File: src/rtl/alu_seq_pkg.sv
`default_nettype none
// ---------------------------------------------------------------------------
// alu_seq_pkg : state, opcode and ALU encodings for the datapath sequencer
// Rev 1.0
// ---------------------------------------------------------------------------
package alu_seq_pkg;

  typedef enum logic [2:0] {
    IDLE   = 3'd0,
    DECODE = 3'd1,
    EXEC   = 3'd2,
    MEM    = 3'd3,
    WB     = 3'd4,
    DONE   = 3'd5
  } state_t;

  // Instruction class selects which EXEC/WB strobes fire.
  typedef enum logic [1:0] {K_ALU, K_LW, K_SW, K_BR} kind_t;

  typedef enum logic [1:0] {IMM_NONE, IMM_I, IMM_S, IMM_B} imm_sel_t;

  localparam logic [6:0] OP_R  = 7'b0110011;
  localparam logic [6:0] OP_I  = 7'b0010011;
  localparam logic [6:0] OP_LW = 7'b0000011;
  localparam logic [6:0] OP_SW = 7'b0100011;
  localparam logic [6:0] OP_B  = 7'b1100011;

  localparam logic [3:0] ALU_ADD = 4'd0;
  localparam logic [3:0] ALU_SUB = 4'd1;
  localparam logic [3:0] ALU_AND = 4'd2;
  localparam logic [3:0] ALU_OR  = 4'd3;
  localparam logic [3:0] ALU_SLT = 4'd5;

endpackage
`default_nettype wire

File: src/rtl/alu_datapath_sequencer_imm_gen.sv
`default_nettype none
// ---------------------------------------------------------------------------
// imm_gen : combinational sign-extended I/S/B immediate extraction
// Rev 1.0
// ---------------------------------------------------------------------------
module imm_gen
  import alu_seq_pkg::*;
#(
  parameter int Data_Width = 32
) (
  input  logic [31:0]           instr,
  input  imm_sel_t              imm_sel,
  output logic [Data_Width-1:0] imm
);

  logic unused_instr_bits;
  assign unused_instr_bits = ^{instr[19:12], instr[6:0]};

  always_comb begin
    imm = '0;
    case (imm_sel)
      IMM_I:   imm = {{(Data_Width-12){instr[31]}}, instr[31:20]};
      IMM_S:   imm = {{(Data_Width-12){instr[31]}}, instr[31:25], instr[11:7]};
      IMM_B:   imm = {{(Data_Width-13){instr[31]}}, instr[31], instr[7],
                      instr[30:25], instr[11:8], 1'b0};
      default: imm = '0;
    endcase
  end

endmodule
`default_nettype wire

File: src/rtl/alu_datapath_sequencer.sv
`default_nettype none
// ---------------------------------------------------------------------------
// alu_datapath_sequencer : multi-cycle RV32I control FSM for the regfile/ALU/RAM path
// Rev 1.0
// ---------------------------------------------------------------------------
module alu_datapath_sequencer
  import alu_seq_pkg::*;
#(
  parameter int Data_Width            = 32,
  parameter int Address_Width_RegFile = 5,
  parameter int Instr_Width           = 32
) (
  input  logic                             clk,
  input  logic                             rst_n,
  input  logic                             instrValid,
  input  logic [Instr_Width-1:0]           instr,
  output logic                             instrReady,
  input  logic                             eq,
  output logic [Address_Width_RegFile-1:0] rs1,
  output logic [Address_Width_RegFile-1:0] rs2,
  output logic [Address_Width_RegFile-1:0] rd,
  output logic                             regFileWen,
  output logic                             ALUSrc,
  output logic [Data_Width-1:0]            ImmOp,
  output logic [3:0]                       ALU_ctrl,
  output logic                             MemWrite,
  output logic                             ResultSrc,
  output logic                             done,
  output logic                             branchTaken,
  output logic [Data_Width-1:0]            branchOffset,
  output logic                             illegal
);

  state_t                           state_q, state_d;
  logic [Instr_Width-1:0]           instr_q, instr_d;
  logic [Address_Width_RegFile-1:0] rs1_q, rs1_d, rs2_q, rs2_d, rd_q, rd_d;
  logic [Data_Width-1:0]            imm_q, imm_d;
  logic [3:0]                       alu_ctrl_q, alu_ctrl_d;
  logic                             alu_src_q, alu_src_d;
  kind_t                            kind_q, kind_d;
  logic                             illegal_q, illegal_d;
  logic                             is_bne_q, is_bne_d;
  logic                             branch_taken_q, branch_taken_d;

  logic [6:0]                       opcode, funct7;
  logic [2:0]                       funct3;
  kind_t                            dec_kind;
  logic [3:0]                       dec_alu;
  logic                             dec_src, dec_ill;
  imm_sel_t                         dec_sel;
  logic [Address_Width_RegFile-1:0] dec_rs2, dec_rd;
  logic [Data_Width-1:0]            dec_imm;

  assign opcode = instr_q[6:0];
  assign funct3 = instr_q[14:12];
  assign funct7 = instr_q[31:25];

  imm_gen #(.Data_Width(Data_Width)) u_imm_gen (
    .instr   (instr_q),
    .imm_sel (dec_sel),
    .imm     (dec_imm)
  );

  // Unused register fields are zeroed so the address ports only show live operands.
  always_comb begin
    dec_kind = K_ALU;
    dec_alu  = ALU_ADD;
    dec_src  = 1'b0;
    dec_sel  = IMM_NONE;
    dec_ill  = 1'b0;
    dec_rs2  = instr_q[24:20];
    dec_rd   = instr_q[11:7];
    case (opcode)
      OP_R: begin
        if (funct7 == 7'b0000000) begin
          case (funct3)
            3'b000:  dec_alu = ALU_ADD;
            3'b111:  dec_alu = ALU_AND;
            3'b110:  dec_alu = ALU_OR;
            3'b010:  dec_alu = ALU_SLT;
            default: dec_ill = 1'b1;
          endcase
        end else if (funct7 == 7'b0100000 && funct3 == 3'b000) begin
          dec_alu = ALU_SUB;
        end else begin
          dec_ill = 1'b1;
        end
      end
      OP_I: begin
        dec_src = 1'b1;
        dec_sel = IMM_I;
        dec_rs2 = '0;
        case (funct3)
          3'b000:  dec_alu = ALU_ADD;
          3'b111:  dec_alu = ALU_AND;
          3'b110:  dec_alu = ALU_OR;
          default: dec_ill = 1'b1;
        endcase
      end
      OP_LW: begin
        dec_kind = K_LW;
        dec_src  = 1'b1;
        dec_sel  = IMM_I;
        dec_rs2  = '0;
        dec_ill  = (funct3 != 3'b010);
      end
      OP_SW: begin
        dec_kind = K_SW;
        dec_src  = 1'b1;
        dec_sel  = IMM_S;
        dec_rd   = '0;
        dec_ill  = (funct3 != 3'b010);
      end
      OP_B: begin
        dec_kind = K_BR;
        dec_alu  = ALU_SUB;
        dec_sel  = IMM_B;
        dec_rd   = '0;
        dec_ill  = (funct3 != 3'b000) && (funct3 != 3'b001);
      end
      default: dec_ill = 1'b1;
    endcase
  end

  always_comb begin
    state_d        = state_q;
    instr_d        = instr_q;
    rs1_d          = rs1_q;
    rs2_d          = rs2_q;
    rd_d           = rd_q;
    imm_d          = imm_q;
    alu_ctrl_d     = alu_ctrl_q;
    alu_src_d      = alu_src_q;
    kind_d         = kind_q;
    illegal_d      = illegal_q;
    is_bne_d       = is_bne_q;
    branch_taken_d = branch_taken_q;
    case (state_q)
      IDLE: begin
        if (instrValid) begin
          instr_d = instr;
          state_d = DECODE;
        end
      end
      DECODE: begin
        rs1_d          = instr_q[19:15];
        rs2_d          = dec_rs2;
        rd_d           = dec_rd;
        imm_d          = dec_imm;
        alu_ctrl_d     = dec_alu;
        alu_src_d      = dec_src;
        kind_d         = dec_kind;
        illegal_d      = dec_ill;
        is_bne_d       = funct3[0];
        branch_taken_d = 1'b0;
        state_d        = dec_ill ? DONE : EXEC;
      end
      EXEC: begin
        if (kind_q == K_BR) begin
          branch_taken_d = eq ^ is_bne_q;
        end
        state_d = (kind_q == K_LW) ? MEM : DONE;
      end
      MEM:     state_d = WB;
      WB:      state_d = DONE;
      DONE:    state_d = IDLE;
      default: state_d = IDLE;
    endcase
  end

  always_ff @(posedge clk) begin
    if (!rst_n) begin
      state_q        <= IDLE;
      instr_q        <= '0;
      rs1_q          <= '0;
      rs2_q          <= '0;
      rd_q           <= '0;
      imm_q          <= '0;
      alu_ctrl_q     <= ALU_ADD;
      alu_src_q      <= 1'b0;
      kind_q         <= K_ALU;
      illegal_q      <= 1'b0;
      is_bne_q       <= 1'b0;
      branch_taken_q <= 1'b0;
    end else begin
      state_q        <= state_d;
      instr_q        <= instr_d;
      rs1_q          <= rs1_d;
      rs2_q          <= rs2_d;
      rd_q           <= rd_d;
      imm_q          <= imm_d;
      alu_ctrl_q     <= alu_ctrl_d;
      alu_src_q      <= alu_src_d;
      kind_q         <= kind_d;
      illegal_q      <= illegal_d;
      is_bne_q       <= is_bne_d;
      branch_taken_q <= branch_taken_d;
    end
  end

  // Write strobes are qualified by rst_n so a reset landing mid-instruction never commits.
  assign instrReady   = rst_n && (state_q == IDLE);
  assign regFileWen   = rst_n && (rd_q != '0) &&
                        (((state_q == EXEC) && (kind_q == K_ALU)) || (state_q == WB));
  assign MemWrite     = rst_n && (state_q == EXEC) && (kind_q == K_SW);
  assign ResultSrc    = (state_q == WB);
  assign rs1          = rs1_q;
  assign rs2          = rs2_q;
  assign rd           = rd_q;
  assign ALUSrc       = alu_src_q;
  assign ImmOp        = imm_q;
  assign ALU_ctrl     = alu_ctrl_q;
  assign done         = (state_q == DONE);
  assign branchTaken  = done && branch_taken_q;
  assign branchOffset = (done && kind_q == K_BR) ? imm_q : '0;
  assign illegal      = done && illegal_q;

endmodule
`default_nettype wire

File: config.mk
export PLATFORM = sky130hd
export DESIGN_NAME = alu_datapath_sequencer
export DESIGN_NICKNAME = d
export VERILOG_FILES = /design/src/rtl/alu_seq_pkg.sv /design/src/rtl/alu_datapath_sequencer_imm_gen.sv /design/src/rtl/alu_datapath_sequencer.sv
export SDC_FILE = /design/constraint.sdc
export NUM_CORES = 1
export LEC_CHECK = 0
export BUFFER_PORTS_ARGS = -buffer_cell sky130_fd_sc_hd__buf_2
export CORE_ASPECT_RATIO = 0.9
export CORE_UTILIZATION = 49
export CTS_CLUSTER_SIZE = 24
export DETAILED_ROUTE_END_ITERATION = 10
export PLACE_DENSITY = 0.88
export SYNTH_ARGS = -nofsm -noshare
export SYNTH_HDL_FRONTEND = slang
export SYNTH_SLANG_ARGS = --single-unit
File: constraint.sdc
create_clock -name clk -period 2.3 [get_ports clk]
set_input_delay 0.23 -clock clk [delete_from_list [all_inputs] [get_ports clk]]
set_output_delay 0.23 -clock clk [all_outputs]
set_load 0.02 [all_outputs]
==> flow_metrics.py <==
metrics = {
    "run_status": {
        "status": "finished clean",
    },
    "power": {
        "p_clk_frac": 0.249,
        "sw_frac_of_total": 0.378,
        "p_int_mw": 2.20,
        "power_frac_comb": 0.285,
        "switching_power_mw": 1.34,
        "p_leak_nw": 1.79,
        "pwr-share-seq": 0.466,
        "vdd_drop_max_v": 0.000378,
        "fin_total_pwr_mw": 3.54,
        "powerDensity_mw_per_mm2": 890,
    },
    "setup_path": {
        "path_class": "reg2out",
        "critPathMaxFanout": 12,
        "cp_data_arrival_time_ns": 1.81,
        "critPathRequiredTime_ns": 2.07,
        "critPathCaptureType": "output port",
        "startpoint_type": "flop",
    },
    "logic_synthesis": {
        "synth_nets": 452,
        "synth_edf_count": 0,
        "syn_inst": 416,
        "seq_area_frac_synth": 0.418,
        "yosysWarningCount": 0,
        "synth.cell_area_mm2": 0.00345,
        "synth.distinct_cells": 52,
        "async_flop_share": 0,
        "ys_ff_latch": 72,
        "syn_avg_cell_area_um2": 8.30,
        "synth-main-ff-cell": "dfxtp_1",
    },
    "sta": {
        "grt_setup_unrepaired": "false",
        "min_period_over_period": 0.887,
        "slew-limit-headroom": 0.661,
        "hold_viol": 0,
        "setup_viol": 0,
        "fmax_mhz": 490,
        "slew_viol_final": 0,
        "finalSetupTns_ns": 0,
        "finalCriticalPeriod_ns": 2.04,
        "fin_worst_skew_ns": 0.00998,
        "worstMarginPinSlew_ns": 0.508,
    },
    "cts": {
        "cts_tree": "done",
        "cts-resized-gates": 0,
        "clkLatencyLatePin_ns": 0.35,
        "cts_htree_levels": 3,
        "numCtsBuffers": 9,
        "cts_max_path_buffers": 2,
        "cts_root_buf": "clkbuf_8",
        "clkSinkCount": 72,
        "cts_hold_buf": 0,
        "post_cts_buffers": 0,
        "path_clk_slew_ns": 0.08,
    },
    "detailed_routing": {
        "totalWireLength_mm": 8.06,
        "drc": 0,
        "drt_iter0_drc": 259,
        "vias": 3055,
        "wire_per_inst_um": 13.8,
        "detail_route.vias_per_cell": 5.21,
        "firstDrtPassIters": 4,
        "ant_nets": 0,
    },
    "die": {
        "dieHeight_um": 81.6,
        "start_util": 0.516,
        "dieWidth_um": 90.5,
        "rows": 28,
        "fp.coreArea_mm2": 0.00669,
        "io_pins": 127,
        "fp.dieArea_mm2": 0.00738,
    },
    "grt": {
        "antenna_found_initial": 0,
        "grtUsageTotal": 0.225,
        "grt_overflow": 0,
        "grt_max_degree": 35,
        "grt_pass1_vias": 2654,
        "grt_pass1_wl_mm": 13.0,
    },
    "job": {
        "max-cap-violations": 0,
    },
    "hold_path": {
        "hold_path.class": "in2reg",
    },
    "finish": {
        "multi_input_area_mm2": 0.00157,
        "area_growth_pct": 15.3,
        "layout-drive-gt1-share": 0.315,
        "nNetsFinal": 527,
        "fill_cells": 601,
        "n_antenna_cell": 0,
        "seq_area_mm2": 0.00144,
        "final_core_util": 0.595,
    },
    "place": {
        "place_hpwl_mm": 5.80,
        "port_buffers": 125,
        "gp_congestion": 0.870,
    },
}
[synth_stat cells (2+ instances only)]
cell,instances,area share
a21boi_0,40,0.087
buf_4,43,0.094
nor2_1,11,0.012
clkbuf_1,13,0.014
a21oi_1,8,0.012
and3_1,2,0.0036
o22ai_1,2,0.0036
and2_1,20,0.036
nor3b_1,2,0.0043
dfxtp_1,72,0.42
nor3_1,3,0.0043
a22o_1,8,0.020
nor4_1,3,0.0054
nand4b_1,2,0.0051
a221oi_1,5,0.013
o21ai_0,11,0.016
nor2b_1,2,0.0036
nand3_1,13,0.019
a21boi_1,9,0.020
nand2_1,100,0.11
a211oi_1,2,0.0043
buf_2,10,0.015
or4_1,3,0.0065
nand2b_1,4,0.0073
[flip-flops by register name, summed over array words and instances, names as in the netlist]
name and count:
ALU_ctrl 3, is_bne_q 1, branch_taken_q 1, rs2 5, ALUSrc 1, illegal_q 1, kind_q 2, rs1 5
rd 5, ImmOp 13, state_q 3, instr_q 32
[cell usage in the layout (no fill, tap or decap), types with 2 or more instances in the layout]
cell type     n
nor3b_1       2
nor3_1        3
nand3_1      13
a21boi_1      9
o22ai_1       2
nor2b_1       2
or4_1         3
clkinv_2      2
a21boi_0     40
clkinvlp_4    3
dfxtp_1      72
buf_2       125
nand2b_1      4
nand4b_1      2
nor4_1        3
buf_4         7
o21ai_0      11
nand2_1     100
a221oi_1      5
nor2_1       11
and3_1        2
a21oi_1       8
a211oi_1      2
clkbuf_8     10
and2_1       19
a22o_1        8
[stage by stage]
step	cell area, um^2	setup WS, ns	hold WS (ns)	cells
3_3_place_gp	3800	0.573	0.440	570
6_report	3980	0.259	0.121	586
4_1_cts	3980	0.0995	0.113	586
3_5_place_dp	3800	0.481	0.441	570
2_1_floorplan	3450	0.0178	0.365	416
5_1_grt	3980	0.0762	0.124	586
[cell type report]
class                   count  area share
flip-flops and latches     72       0.362
well taps                  90      0.0283
repair buffers            132       0.170
clock inverters             5     0.00818
inverters                   2     0.00189
clock buffers              11      0.0355
multi-input cells         274       0.393
[power groups by stage]
stage	Clock, mW	Sequential [mW]	Combinational, mW
final	0.881	1.65	1.01
after global routing	0.938	1.68	1.14
after CTS	0.896	1.64	1.01
after detailed placement	0	1.67	1.01
after global placement	0	1.65	0.979
after floorplan	0	1.64	0.767
[per-layer routing]
| metal | vias to the layer above | track usage | routed length, um |
|---|---|---|---|
| li1 | 1524 | - | - |
| met1 | 1403 | 0.297 | 3710 |
| met2 | 113 | 0.347 | 3670 |
| met3 | 15 | 0.0491 | 544 |
| met4 | 0 | 0.119 | 140 |
| met5 | - | 0 | 0 |
[path summary, 6_finish.rpt]
check	start	to	slack, ns	cells after the start
worst max-delay path	state_q[1]	branchOffset[6]	0.26	6
worst min-delay path	instr[18]	instr_q[18]	0.12	3
worst max register to register	state_q[0]	ALU_ctrl[2]	0.47	6
worst min register to register	ALU_ctrl[1]	ALU_ctrl[1]	0.46	2
[cells by family after synthesis]
family | count (synthesis) | synth area share
simple gates | 175 | 0.243
other cells | 1 | 0.00109
compound gates | 97 | 0.206
buf+inv | 70 | 0.129
xor+xnor | 1 | 0.00254
flops | 72 | 0.418
[critical path, stage by stage (launching register included)]
cell	delay (ns)
dfxtp_1	0.48
inv_2	0.11
and3_1	0.21
and3_1	0.19
buf_4	0.16
and2_1	0.16
buf_2	0.15
Note: power is estimated with default switching activity, not from simulation.
